`config.mk`:
```
export PLATFORM = sky130hd
export DESIGN_NAME = tod_bcd_counter
export DESIGN_NICKNAME = d
export VERILOG_FILES = /design/src/rtl/tod_bcd_counter.sv
export SDC_FILE = /design/constraint.sdc
export NUM_CORES = 1
export LEC_CHECK = 0
export CORE_MARGIN = 1
export CORE_UTILIZATION = 42
export CTS_CLUSTER_DIAMETER = 100
export DETAILED_ROUTE_END_ITERATION = 12
export PLACE_DENSITY_LB_ADDON = 0.2
export REMOVE_ABC_BUFFERS = 1
export SLEW_MARGIN = 30
export SYNTH_ARGS = -nofsm -noshare
export SYNTH_HDL_FRONTEND = slang
export SYNTH_SLANG_ARGS = --single-unit
```
`constraint.sdc`:
```
create_clock -name clk -period 5.9 [get_ports clk]
set_input_delay 0.59 -clock clk [delete_from_list [all_inputs] [get_ports clk]]
set_output_delay 0.59 -clock clk [all_outputs]
set_load 0.01 [all_outputs]
```
`src/rtl/tod_bcd_counter.sv`:
```
// Time-of-day counter: six BCD digits (HH:MM:SS, 24-hour internal state) advanced by a
// one-second prescaler, with range-checked time-set load and 12/24-hour display mapping.
module tod_bcd_counter #(
  parameter int unsigned TICKS_PER_SEC = 100000000,
  parameter int unsigned INIT_HH       = 0,
  parameter int unsigned INIT_MM       = 0,
  parameter int unsigned INIT_SS       = 0
) (
  input  logic        clk,
  input  logic        rst_n,
  input  logic        en,
  input  logic        mode_12h,
  input  logic        set_valid,
  input  logic [23:0] set_bcd,
  output logic        set_ready,
  output logic        set_err,
  output logic [3:0]  bcd_h1,
  output logic [3:0]  bcd_h0,
  output logic [3:0]  bcd_m1,
  output logic [3:0]  bcd_m0,
  output logic [3:0]  bcd_s1,
  output logic [3:0]  bcd_s0,
  output logic        pm,
  output logic        sec_tick,
  output logic        day_wrap
);

  localparam int unsigned   PW         = (TICKS_PER_SEC > 1) ? $clog2(TICKS_PER_SEC) : 1;
  localparam logic [PW-1:0] PRESC_TERM = PW'(TICKS_PER_SEC - 1);
  localparam logic [3:0]    INIT_H1    = 4'(INIT_HH / 10);
  localparam logic [3:0]    INIT_H0    = 4'(INIT_HH % 10);
  localparam logic [3:0]    INIT_M1    = 4'(INIT_MM / 10);
  localparam logic [3:0]    INIT_M0    = 4'(INIT_MM % 10);
  localparam logic [3:0]    INIT_S1    = 4'(INIT_SS / 10);
  localparam logic [3:0]    INIT_S0    = 4'(INIT_SS % 10);

  logic [PW-1:0] presc_q, presc_d;
  logic [3:0]    h1_q, h0_q, m1_q, m0_q, s1_q, s0_q;
  logic [3:0]    h1_d, h0_d, m1_d, m0_d, s1_d, s0_d;
  logic          set_ready_q, set_ready_d;
  logic          set_err_q, set_err_d;
  logic          sec_tick_q, sec_tick_d;
  logic          day_wrap_q, day_wrap_d;
  logic          accept, load_ok, tick;
  logic [7:0]    disp_h;

  function automatic logic set_in_range(input logic [23:0] t);
    logic [3:0] h1, h0, m1, m0, s1, s0;
    {h1, h0, m1, m0, s1, s0} = t;
    return (((h1 < 4'd2) && (h0 <= 4'd9)) || ((h1 == 4'd2) && (h0 <= 4'd3))) &&
           (m1 <= 4'd5) && (m0 <= 4'd9) && (s1 <= 4'd5) && (s0 <= 4'd9);
  endfunction

  // Internal hours are always a legal 00..23, so a 5-bit binary hour cannot overflow.
  function automatic logic [7:0] display_hour(input logic [3:0] h1, input logic [3:0] h0,
                                              input logic mode);
    logic [4:0] hb;
    hb = 5'(h1) * 5'd10 + 5'(h0);
    if (!mode) return {h1, h0};
    if (hb == 5'd0)       hb = 5'd12;
    else if (hb > 5'd12)  hb = hb - 5'd12;
    if (hb >= 5'd10) return {4'd1, 4'(hb - 5'd10)};
    return {4'd0, 4'(hb)};
  endfunction

  assign accept  = set_valid & set_ready_q;
  assign load_ok = set_in_range(set_bcd);
  assign tick    = en & (presc_q == PRESC_TERM);

  always_comb begin
    presc_d     = presc_q;
    {h1_d, h0_d, m1_d, m0_d, s1_d, s0_d} = {h1_q, h0_q, m1_q, m0_q, s1_q, s0_q};
    set_ready_d = 1'b1;
    set_err_d   = accept & ~load_ok;
    sec_tick_d  = 1'b0;
    day_wrap_d  = 1'b0;
    if (accept && load_ok) begin
      // A valid load wins over a coincident tick and restarts the second.
      {h1_d, h0_d, m1_d, m0_d, s1_d, s0_d} = set_bcd;
      presc_d = '0;
    end else if (en) begin
      presc_d = tick ? '0 : presc_q + PW'(1);
      if (tick) begin
        sec_tick_d = 1'b1;
        if (s0_q != 4'd9) s0_d = s0_q + 4'd1;
        else begin
          s0_d = 4'd0;
          if (s1_q != 4'd5) s1_d = s1_q + 4'd1;
          else begin
            s1_d = 4'd0;
            if (m0_q != 4'd9) m0_d = m0_q + 4'd1;
            else begin
              m0_d = 4'd0;
              if (m1_q != 4'd5) m1_d = m1_q + 4'd1;
              else begin
                m1_d = 4'd0;
                if ((h1_q == 4'd2) && (h0_q == 4'd3)) begin
                  h1_d       = 4'd0;
                  h0_d       = 4'd0;
                  day_wrap_d = 1'b1;
                end else if (h0_q == 4'd9) begin
                  h0_d = 4'd0;
                  h1_d = h1_q + 4'd1;
                end else begin
                  h0_d = h0_q + 4'd1;
                end
              end
            end
          end
        end
      end
    end
  end

  always_ff @(posedge clk or negedge rst_n) begin
    if (!rst_n) begin
      presc_q     <= '0;
      h1_q        <= INIT_H1;
      h0_q        <= INIT_H0;
      m1_q        <= INIT_M1;
      m0_q        <= INIT_M0;
      s1_q        <= INIT_S1;
      s0_q        <= INIT_S0;
      set_ready_q <= 1'b0;
      set_err_q   <= 1'b0;
      sec_tick_q  <= 1'b0;
      day_wrap_q  <= 1'b0;
    end else begin
      presc_q     <= presc_d;
      h1_q        <= h1_d;
      h0_q        <= h0_d;
      m1_q        <= m1_d;
      m0_q        <= m0_d;
      s1_q        <= s1_d;
      s0_q        <= s0_d;
      set_ready_q <= set_ready_d;
      set_err_q   <= set_err_d;
      sec_tick_q  <= sec_tick_d;
      day_wrap_q  <= day_wrap_d;
    end
  end

  assign disp_h    = display_hour(h1_q, h0_q, mode_12h);
  assign bcd_h1    = disp_h[7:4];
  assign bcd_h0    = disp_h[3:0];
  assign bcd_m1    = m1_q;
  assign bcd_m0    = m0_q;
  assign bcd_s1    = s1_q;
  assign bcd_s0    = s0_q;
  assign pm        = (h1_q == 4'd2) || ((h1_q == 4'd1) && (h0_q >= 4'd2));
  assign set_ready = set_ready_q;
  assign set_err   = set_err_q;
  assign sec_tick  = sec_tick_q;
  assign day_wrap  = day_wrap_q;

endmodule

```
==> impl_results.md, run 1 <==
* Clock sink count at 55
* Leakage power total at 1.735 nW
* Gr usage total at between 20 and 25%
* Fill count at between 700 and 800
* Clock Latency Late Sink at 0.31 ns
* WL/cell at approximately 15 um
* Area grow syn2layout at 20.70%
* NetSw at about 0.26 mW
* Min Tclk post-route at 4.196 ns
* Crit. End Element: output pin
* Tightest Pin Transition at slightly above 0.7 ns
* Non-filler cells, final at 564
* First-pass GRT wire length at approximately 14 mm
* Final core utilization at ~53%
* Switching Share at a little under a third
* Area leader, netlist: dfrtp_1
* Synth unique cells at between 60 and 70
* Power Internal at ~0.58 mW
* DP Area at approximately 4300 um2
* Cts hold-fix bufs at 0
* RSZ-0062 raised after global routing: false
* Antenna diodes at 0
* DR iter-0 viols at ~110
* Clock buffer depth at 2
* Placer Congestion at between 0.8 and 0.9
* Post-Syn Area per Cell at roughly 9 um2
* Final Hold Fails at 0
* Routed WL at about 8.5 mm
* Post-synth top area share at between 30% and 40%
* Sum of negative setup slack at 0 ns
* Fin area at approximately 4400 um2
* Layout Nets at roughly 500
* Clock power share at between 20% and 30%
* Fmax at around 0.24 GHz
* Critical Path Start Type: register
* Combinational share of power at between 20% and 30%
* Crit Path Max Fanout at 7
* Initial Util at between 40% and 50%
* First-pass DRT Iterations at 4
* Post-DRT Antenna Nets at 0
* Die area at around 9000 um2
* Clock transition at path regs at roughly 0.10 ns
* Cts bufs inserted at 5
* Clk_skew at 0.006383 ns
* Asr flop ratio synth at between 90% and 100%
* CP Data Required Time at around 5.3 ns
* Final cycle utilization of the critical path at 71.13%
* # port buffers at 57
* Post-synth EDFFs at 0
* Hold/Removal Path Class: input pin to async pin
* Worst VDD drop at between 0.1 and 0.15 mV
* Vias in the first global route at between 3,000 and 4,000
* # setup viols final at 0
* Most frequent cells in the layout: 56 x clkdlybuf4s50_1, 55 x dfrtp_1, 40 x nor2_1
* Vias at 3,211
* Initial antenna violation count at 0
* Layout cell share with drive strength beyond 1 at around 7.4%
* Vias per std cell at roughly 5.7
* FF+latch count, synth at 55
* CTS HTree Levels at 2
* Commonest non-fill, non-tap cell in the layout: clkdlybuf4s50_1
* Overall power at 0.8345 mW
* Sequential fraction of the synthesis area at 37.89%
* Crit path DAT at 3.61 ns
* DP Cell Count at roughly 560
* Setup Fix Bufs, Post-CTS at 0
* CTS tree: done
* Mapped Area at 3632 um2
* Core area at ~8300 um2
* PostCTS Resize Cnt at 0
* Final Max Tran Viols at 0
* Maximum Capacitance Violations at 0
* Root Buffer Master: clkbuf_8
* Rows at 33
* Post-Synthesis Cells at just over 400
* Post-route DRC at 0
* Die width at around 95 um
* Slew margin rel. at 51.31%
* YS warnings at 0
* Synth area leaders: dfrtp_1 38%, xnor2_1 4.6%, nor2_1 4.1%
* I/O pins at 58
* Status: complete, no violations
* Flop pwr share at 53.4%
* DP Wirelength at roughly 6.2 mm
* PD cells at 190.3 nW/um2
* Kind of critical path: register to output pin
* Die span in y at around 95 um
* Largest net degree at the start of global routing at between 50 and 60
* Synth Flop Type: dfrtp_1
* Grt ovf at 0
## worst paths after layout
check                                             start                       to  slack (ns)  cells past startpoint
worst max-delay path                h1_q[0]$_DFFE_PN0P_                bcd_h0[2]        1.70                     14
worst min-delay path                              rst_n        set_err$_DFF_PN0_        0.40                      2
worst max register to register   presc_q[0]$_DFFE_PN0P_      h0_q[3]$_DFFE_PN0P_        2.81                      7
worst min register to register  presc_q[24]$_DFFE_PN0P_  presc_q[24]$_DFFE_PN0P_        0.49                      1
max in group asynchronous                         rst_n      h1_q[0]$_DFFE_PN0P_        5.02                      2
min in group clk                presc_q[24]$_DFFE_PN0P_  presc_q[24]$_DFFE_PN0P_        0.49                      1
## power by group through the flow
stage          clock network [mW]  logic, mW  registers [mW]
3_5_place_dp                    0      0.177           0.453
6_report                    0.213      0.176           0.445
3_3_place_gp                    0      0.172           0.451
4_1_cts                     0.218      0.178           0.445
2_1_floorplan                   0     0.0998           0.448
5_1_grt                     0.232      0.198           0.451
## registers in the layout, indices dropped and copies added (netlist names)
signal     count
presc_q       27
bcd_m0         4
bcd_m1         4
bcd_s0         4
bcd_s1         4
h0_q           4
h1_q           4
day_wrap       1
sec_tick       1
set_err        1
set_ready      1
## stage by stage
step | hold slack, ns | worst slack [ns]
2_1_floorplan | 0.2944 | 2.710
3_3_place_gp | 0.4619 | 2.181
3_5_place_dp | 0.4737 | 2.053
4_1_cts | 0.4296 | 1.693
5_1_grt | 0.4703 | 1.392
6_report | 0.4001 | 1.704
## area by class of cell
cell class / instances / area [um2] / share of cell area (%)
clock inverters: 3 / 20.02 / 0.4566
multi-input cells: 314 / 2113 / 48.20
clock buffers: 5 / 68.82 / 1.570
flip-flops and latches: 55 / 1376 / 31.39
inverters: 21 / 78.83 / 1.798
repair buffers: 61 / 595.6 / 13.58
well taps: 105 / 131.4 / 2.997
## cell usage after synthesis, types with 5 or more instances
library cell  count
xnor2_1          19
nor3_1           11
dfrtp_1          55
nand4_1           6
mux2i_1           5
nor2b_1           5
inv_1            21
nand3_1          21
xor2_1            8
clkbuf_1          9
nor3b_1           6
or3_1             9
a21oi_1          15
nor4b_1           5
a31oi_1           9
ha_1             11
nor4_1            7
o21ai_0          29
nand2_1          36
nor2_1           40
## worst max-delay path, stage by stage (launching register included)
cell and delay, ns:
dfrtp_1 0.47, ha_1 0.32, ha_1 0.32, xor2_1 0.19
inv_1 0.18, ha_1 0.18, nand2_1 0.08, nand2_1 0.08
a21o_1 0.12, inv_1 0.05, ha_1 0.20, o41a_1 0.15
o21a_1 0.21, o221ai_1 0.18, clkdlybuf4s50_1 0.57
## logic make-up after synthesis
logic type               after synthesis  synth area share, %
multiplexers                           8                2.308
AO/OA/AOI/OAI                         83                15.26
XOR/XNOR                              28                7.131
other                                  1               0.1032
AND/OR/NAND/NOR                      182                28.90
flip-flops                            55                37.89
adder cells (fa/ha/maj)               12                4.340
buffers and inverters                 36                4.065
## routing by layer
metal	vias to the layer above	share of wire [%]	track usage [%]
met5	-	0	0
li1	1571	-	-
met3	5	3.6	3.221
met1	1573	47	27.22
met2	62	48	34.65
met4	0	0.49	3.788
Note: power is estimated with default switching activity, not from simulation.
==> run 2, diff against run 1 <==
==> constraint.sdc (replaced) <==
create_clock -name clk -period 3.98 [get_ports clk]
set_input_delay 0.398 -clock clk [delete_from_list [all_inputs] [get_ports clk]]
set_output_delay 0.398 -clock clk [all_outputs]
set_load 0.01 [all_outputs]
==> impl_results.md, run 2 (synthesized netlist as in run 1, its figures left out) <==
* Met2 WL post-DR at 4.186 mm (+1.7%)
* Vias in the first global route at 3,059 (-1.4%)
* Clock sink count at 55 (unchanged)
* Antenna diodes at 0 (unchanged)
* I/O pins at 58 (unchanged)
* Final Hold Fails at 0 (unchanged)
* # setup viols final at 0 (unchanged)
* Worst VDD drop at 0.2041 mV (+40%)
* Kind of critical path: register to output pin
* Rows at 33 (unchanged)
* Routed WL at 8.678 mm (+2.3%)
* Crit. End Element: output pin
* Die width at 95.00 um (unchanged)
* DP Wirelength at 6.325 mm (+2.1%)
* Final cycle utilization of the critical path at just over 90%
* Area grow syn2layout at 23.94%
* Critical Path Start Type: register
* Initial antenna violation count at 0 (unchanged)
* Initial Util at 43.77% (unchanged)
* Crit Path Max Fanout at 7 (unchanged)
* Hold/Removal Path Class: input pin to async pin
* Clock transition at path regs at 0.10 ns (about the same)
* Tightest Pin Transition at 0.8893 ns (+0.1656 ns)
* Vias at 3,208 (-0.093%)
* Sum of negative setup slack at 0 ns (unchanged)
* # port buffers at 57 (unchanged)
* Clock Latency Late Sink at 0.31 ns (about the same)
* PD cells at 304.5 nW/um2 (+60%)
* Core area at 8299 um2 (unchanged)
* Commonest non-fill, non-tap cell in the layout: dfrtp_1
* Gr usage total at 20.36% (+0.065 points)
* DP Area at 4313 um2 (+0.41%)
* Placer Congestion at 0.8075 (-2.1%)
* Slew margin rel. at 40.71% (-11 points)
* Clk_skew at 0.004808 ns (-0.001575 ns)
* CTS tree: done
* Status: complete, no violations
* Cts bufs inserted at 5 (unchanged)
* Die span in y at 95.00 um (unchanged)
* Min Tclk post-route at around 3.6 ns
* DR iter-0 viols at 105 (-2.8%)
* Final Max Tran Viols at 0 (unchanged)
* Overall power at 1.371 mW (+64%)
* Most frequent cells in the layout: 53 x dfrtp_1, 52 x clkdlybuf4s50_1, 40 x nor2_1
* Post-DRT Antenna Nets at 0 (unchanged)
* First-pass DRT Iterations at 5 (+1)
* CP Data Required Time at 3.58 ns (-1.73 ns)
* Fmax at roughly 0.27 GHz
* Die area at 9024 um2 (unchanged)
* First-pass GRT wire length at 14.52 mm (+0.23%)
* Largest net degree at the start of global routing at 30 (-46%)
* Maximum Capacitance Violations at 0 (unchanged)
* Layout Nets at 503 (+0.80%)
* Root Buffer Master: clkbuf_8
* Crit path DAT at 3.24 ns (-0.37 ns)
* Vias per std cell at 5.648 (-0.80%)
* Non-filler cells, final at 568 (+0.71%)
* Grt ovf at 0 (unchanged)
* Max FFs per register at 27 (unchanged)
* Leakage power total at 1.831 nW (+5.5%)
* RSZ-0062 raised after global routing: false
* Post-route DRC at 0 (unchanged)
* Fill count at 755 (-1.8%)
* Final setup margin at 0.3432 ns (-1.360 ns)
* Fin area at 4502 um2 (+2.7%)
* Reg with most FFs: presc_q
* Pre-CTS WS at 0.3017 ns (-1.751 ns)
* WL met1 at 4.087 mm (+1.7%)
* CTS HTree Levels at 2 (unchanged)
* Top Metal Used: met4
* WL/cell at 15.28 um (+1.5%)
* DP Cell Count at 559 (+0.54%)
* Routed met3 length at 366 um (+18%)
* Layout cell share with drive strength beyond 1 at 9.719% (+2.3 points)
* Clock buffer depth at 2 (unchanged)
run 2: cell count changes in the layout (fill, tap and decap cells not counted), sizes merged:
cell,before,now
clkdlybuf4s50,56,52
bufinv,0,2
buf,5,9
clkinv,1,0
dlymetal6s2s,0,4
clkinvlp,2,1
run 2: critical path, cell delays in order, from the launching register on:
cell	delay, ns
dfrtp_2	0.47
ha_1	0.35
ha_4	0.31
nand3_1	0.09
and3_1	0.23
or2_2	0.33
a21o_1	0.20
inv_1	0.06
ha_1	0.17
o41a_1	0.21
buf_4	0.13
o2111ai_1	0.09
o221ai_1	0.10
dlymetal6s2s_1	0.19
run 2: timing repair:
item	4_1_cts	5_1_grt
hold buffers	0	0
buffers inserted	0	1
resized for setup	7	5
setup endpoints to repair	4	4
hold endpoints to repair	0	0
run 2: cell type report:
type / count / area [um2] / area share [%]
Clock buffer: 5 / 68.82 / 1.529
Tap cell: 105 / 131.4 / 2.918
Timing Repair Buffer: 65 / 635.6 / 14.12
Sequential cell: 55 / 1379 / 30.63
Multi-Input combinational cell: 314 / 2141 / 47.55
Inverter: 21 / 78.83 / 1.751
Clock inverter: 3 / 67.56 / 1.501
run 2: path summary, 6_finish.rpt:
kind                                          from                 endpoint  slack (ns)  cells after the start
min in group clk           presc_q[24]$_DFFE_PN0P_  presc_q[24]$_DFFE_PN0P_        0.49                      1
min reg2reg                presc_q[24]$_DFFE_PN0P_  presc_q[24]$_DFFE_PN0P_        0.49                      1
max reg2reg                 presc_q[0]$_DFFE_PN0P_      h0_q[3]$_DFFE_PN0P_        1.33                      8
max in group asynchronous                    rst_n    bcd_s1[0]$_DFFE_PN0P_        3.03                      2
min                                          rst_n      h0_q[0]$_DFFE_PN0P_        0.12                      1
max                            h1_q[0]$_DFFE_PN0P_                bcd_h0[1]        0.34                     13
run 2: routing by layer:
| layer | up-vias | global-route usage, % |
|---|---|---|
| met5 | - | 0 |
| met4 | 0 | 3.409 |
| met3 | 7 | 3.301 |
| met2 | 71 | 34.53 |
| met1 | 1546 | 27.63 |
| li1 | 1584 | - |
run 2: power by group:
part	internal, mW	switching (mW)
Sequential	0.607	0.0527
Clock	0.251	0.191
Combinational	0.134	0.136
run 2: through the flow:
stage	util (%)	hold slack [ns]
after floorplan	-	0.1024
after global placement	51.97	0.4608
after detailed placement	51.97	0.4778
after CTS	54.02	0.1495
after global routing	54.24	0.1664
final	54.24	0.1205
==> run 3, diff against run 2 <==
--- a/config.mk
+++ b/config.mk
@@ -9,7 +9,7 @@
 export CORE_UTILIZATION = 42
 export CTS_CLUSTER_DIAMETER = 100
 export DETAILED_ROUTE_END_ITERATION = 12
-export PLACE_DENSITY_LB_ADDON = 0.2
+export PLACE_DENSITY = 0.65
 export REMOVE_ABC_BUFFERS = 1
 export SLEW_MARGIN = 30
 export SYNTH_ARGS = -nofsm -noshare
==> impl_results.md, run 3 (synthesized netlist as in run 1, its figures left out) <==
* Die span in y at 95.00 um (unchanged)
* Rows at 33 (unchanged)
* Max FFs per register at 27 (unchanged)
* I/O pins at 58 (unchanged)
* Area grow syn2layout at 22.15%
* Cts bufs inserted at 5 (unchanged)
* Terminus of the critical flop-to-flop path: h0_q[3]$_DFFE_PN0P_
* Initial antenna violation count at 0 (unchanged)
* Status: complete, no violations
* CP cell instances: ha_1, ha_1, nand3_1, and3_4, or2_2, a21o_1, inv_1, ha_1, o41a_1, o21a_1, o221ai_1, dlymetal6s2s_1
* Critical Path Start Type: register
* Slew margin rel. at 41.19% (+0.48 points)
* Root Buffer Master: clkbuf_8
* Initial Util at 43.77% (unchanged)
* Largest net degree at the start of global routing at 29 (-3.3%)
* Hold/Removal Path Class: input pin to async pin
* Die area at 9024 um2 (unchanged)
* Final cycle utilization of the critical path at 92.85% (+1.5 points)
* Grt ovf at 0 (unchanged)
* Slowest Stage Delay on Critical Path at 0.47 ns (about the same)
* Reg with most FFs: presc_q
* Maximum Capacitance Violations at 0 (unchanged)
* Most frequent cell on the critical path: ha_1
* Clock Latency Late Sink at 0.31 ns (about the same)
* Post-route DRC at 0 (unchanged)
* Vias at 3,250 (+1.3%)
* Most frequent cells in the layout: 54 x dfrtp_1, 52 x clkdlybuf4s50_1, 40 x nor2_1
* Leakage power total at 1.812 nW (-1.0%)
* PD cells at 281.6 nW/um2 (-7.5%)
* Clk_skew at 0.007500 ns (+0.002691 ns)
* CP Buf/Inv Count at 2 (-1)
* Worst r2r src: presc_q[0]$_DFFE_PN0P_
* R2R Setup Slk at 1.30 ns (-0.03 ns)
* # setup viols final at 0 (unchanged)
* Vias in the first global route at 3,150 (+3.0%)
* Clock transition at path regs at 0.10 ns (about the same)
* Die width at 95.00 um (unchanged)
* Kind of critical path: register to output pin
* Layout cell share with drive strength beyond 1 at 9.111% (-0.61 points)
* Post-DRT Antenna Nets at 0 (unchanged)
* Tightest Pin Transition at 0.8822 ns (-0.007127 ns)
* Worst VDD drop at 0.1930 mV (-5.4%)
* DP Wirelength at 6.563 mm (+3.8%)
* RSZ-0062 raised after global routing: false
* Final Hold Fails at 0 (unchanged)
* Antenna diodes at 0 (unchanged)
* # port buffers at 57 (unchanged)
* Gr usage total at 20.17% (-0.18 points)
* Overall power at 1.249 mW (-8.8%)
* Routed WL at 8.802 mm (+1.4%)
* Min Tclk post-route at 3.695 ns (+0.05844 ns)
* Vias per std cell at 5.742 (+1.7%)
* First-pass GRT wire length at 14.42 mm (-0.71%)
* Placer Congestion at 0.8270 (+2.4%)
* Core area at 8299 um2 (unchanged)
* Crit-path leading delay family: adder cells
* CTS HTree Levels at 2 (unchanged)
* Fmax at 0.2706 GHz (-1.6%)
* DR iter-0 viols at 164 (+56%)
* Clock buffer depth at 2 (unchanged)
* Layout Nets at 502 (-0.20%)
* Sum of negative setup slack at 0 ns (unchanged)
* Final Max Tran Viols at 0 (unchanged)
* Crit path DAT at 3.30 ns (+0.06 ns)
* Slowest cell on the critical path: dfrtp_2
* CTS tree: done
* First-pass DRT Iterations at 5 (unchanged)
* Cts hold-fix bufs at 0 (unchanged)
* Clock sink count at 55 (unchanged)
* WL/cell at 15.55 um (+1.8%)
* CP Data Required Time at 3.58 ns (about the same)
* Crit Path Max Fanout at 7 (unchanged)
* Worst R2R Path Depth at 8 (unchanged)
* Commonest non-fill, non-tap cell in the layout: dfrtp_1
* Crit. End Element: output pin
## run 3: changes by cell type in the layout (fill, tap and decap cells not counted), sizes merged
cell,change
clkinv,+1
clkbuf,+1
clkinvlp,-1
buf,-1
bufinv,-2
## run 3: how the worst max path moves through the flow
stage / startpoint / to / slack, ns / depth (start not counted)
floorplan: h1_q[0]$_DFFE_PN0P_ / bcd_h0[3] / 0.98 / 12
global placement: h1_q[0]$_DFFE_PN0P_ / bcd_h0[2] / 0.45 / 14
detailed placement: h1_q[0]$_DFFE_PN0P_ / bcd_h0[1] / 0.30 / 14
CTS: h1_q[0]$_DFFE_PN0P_ / bcd_h0[1] / 0.002 / 12
global route: h1_q[0]$_DFFE_PN0P_ / bcd_h0[2] / 0.14 / 12
finish: h1_q[0]$_DFFE_PN0P_ / bcd_h0[1] / 0.28 / 12
## run 3: what timing repair did
item                                    in CTS  in global routing
buffers inserted                             0                  0
endpoints found under the setup margin       3                  4
resized for setup                            5                  6
hold endpoints to repair                     0                  0
## run 3: area by class of cell
type                    instances  area, um2
clock inverters                 1      5.005
inverters                      21      78.83
repair buffers                 64      628.1
flip-flops and latches         55       1378
fillers                       801       3862
well taps                     105      131.4
clock buffers                   6      82.58
multi-input cells             314       2133
## run 3: power breakdown
| group | internal (mW) | switching [mW] | leakage [nW] |
|---|---|---|---|
| clock network | 0.137 | 0.183 | 0.0470 |
| logic | 0.132 | 0.136 | 1.05 |
| registers | 0.607 | 0.0547 | 0.711 |
| total | 0.876 | 0.374 | 1.81 |
## run 3: routing by layer
layer	global-route usage [%]	up-vias	wire [um]
met5	0	-	0
met4	5.177	0	99
met3	2.818	12	330
met2	34.23	64	4271
met1	26.95	1590	4100
li1	-	1584	-
## run 3: through the flow
stage | setup slack [ns] | hold slack (ns) | cell area, um2 | instances | utilization, %
2_1_floorplan | 0.9821 | 0.1024 | 3563 | 390 | -
3_3_place_gp | 0.4496 | 0.4563 | 4313 | 559 | 51.97
3_5_place_dp | 0.2967 | 0.4574 | 4313 | 559 | 51.97
4_1_cts | 0.001970 | 0.1143 | 4418 | 566 | 53.23
5_1_grt | 0.1369 | 0.1526 | 4437 | 566 | 53.46
6_report | 0.2848 | 0.09890 | 4437 | 566 | 53.46
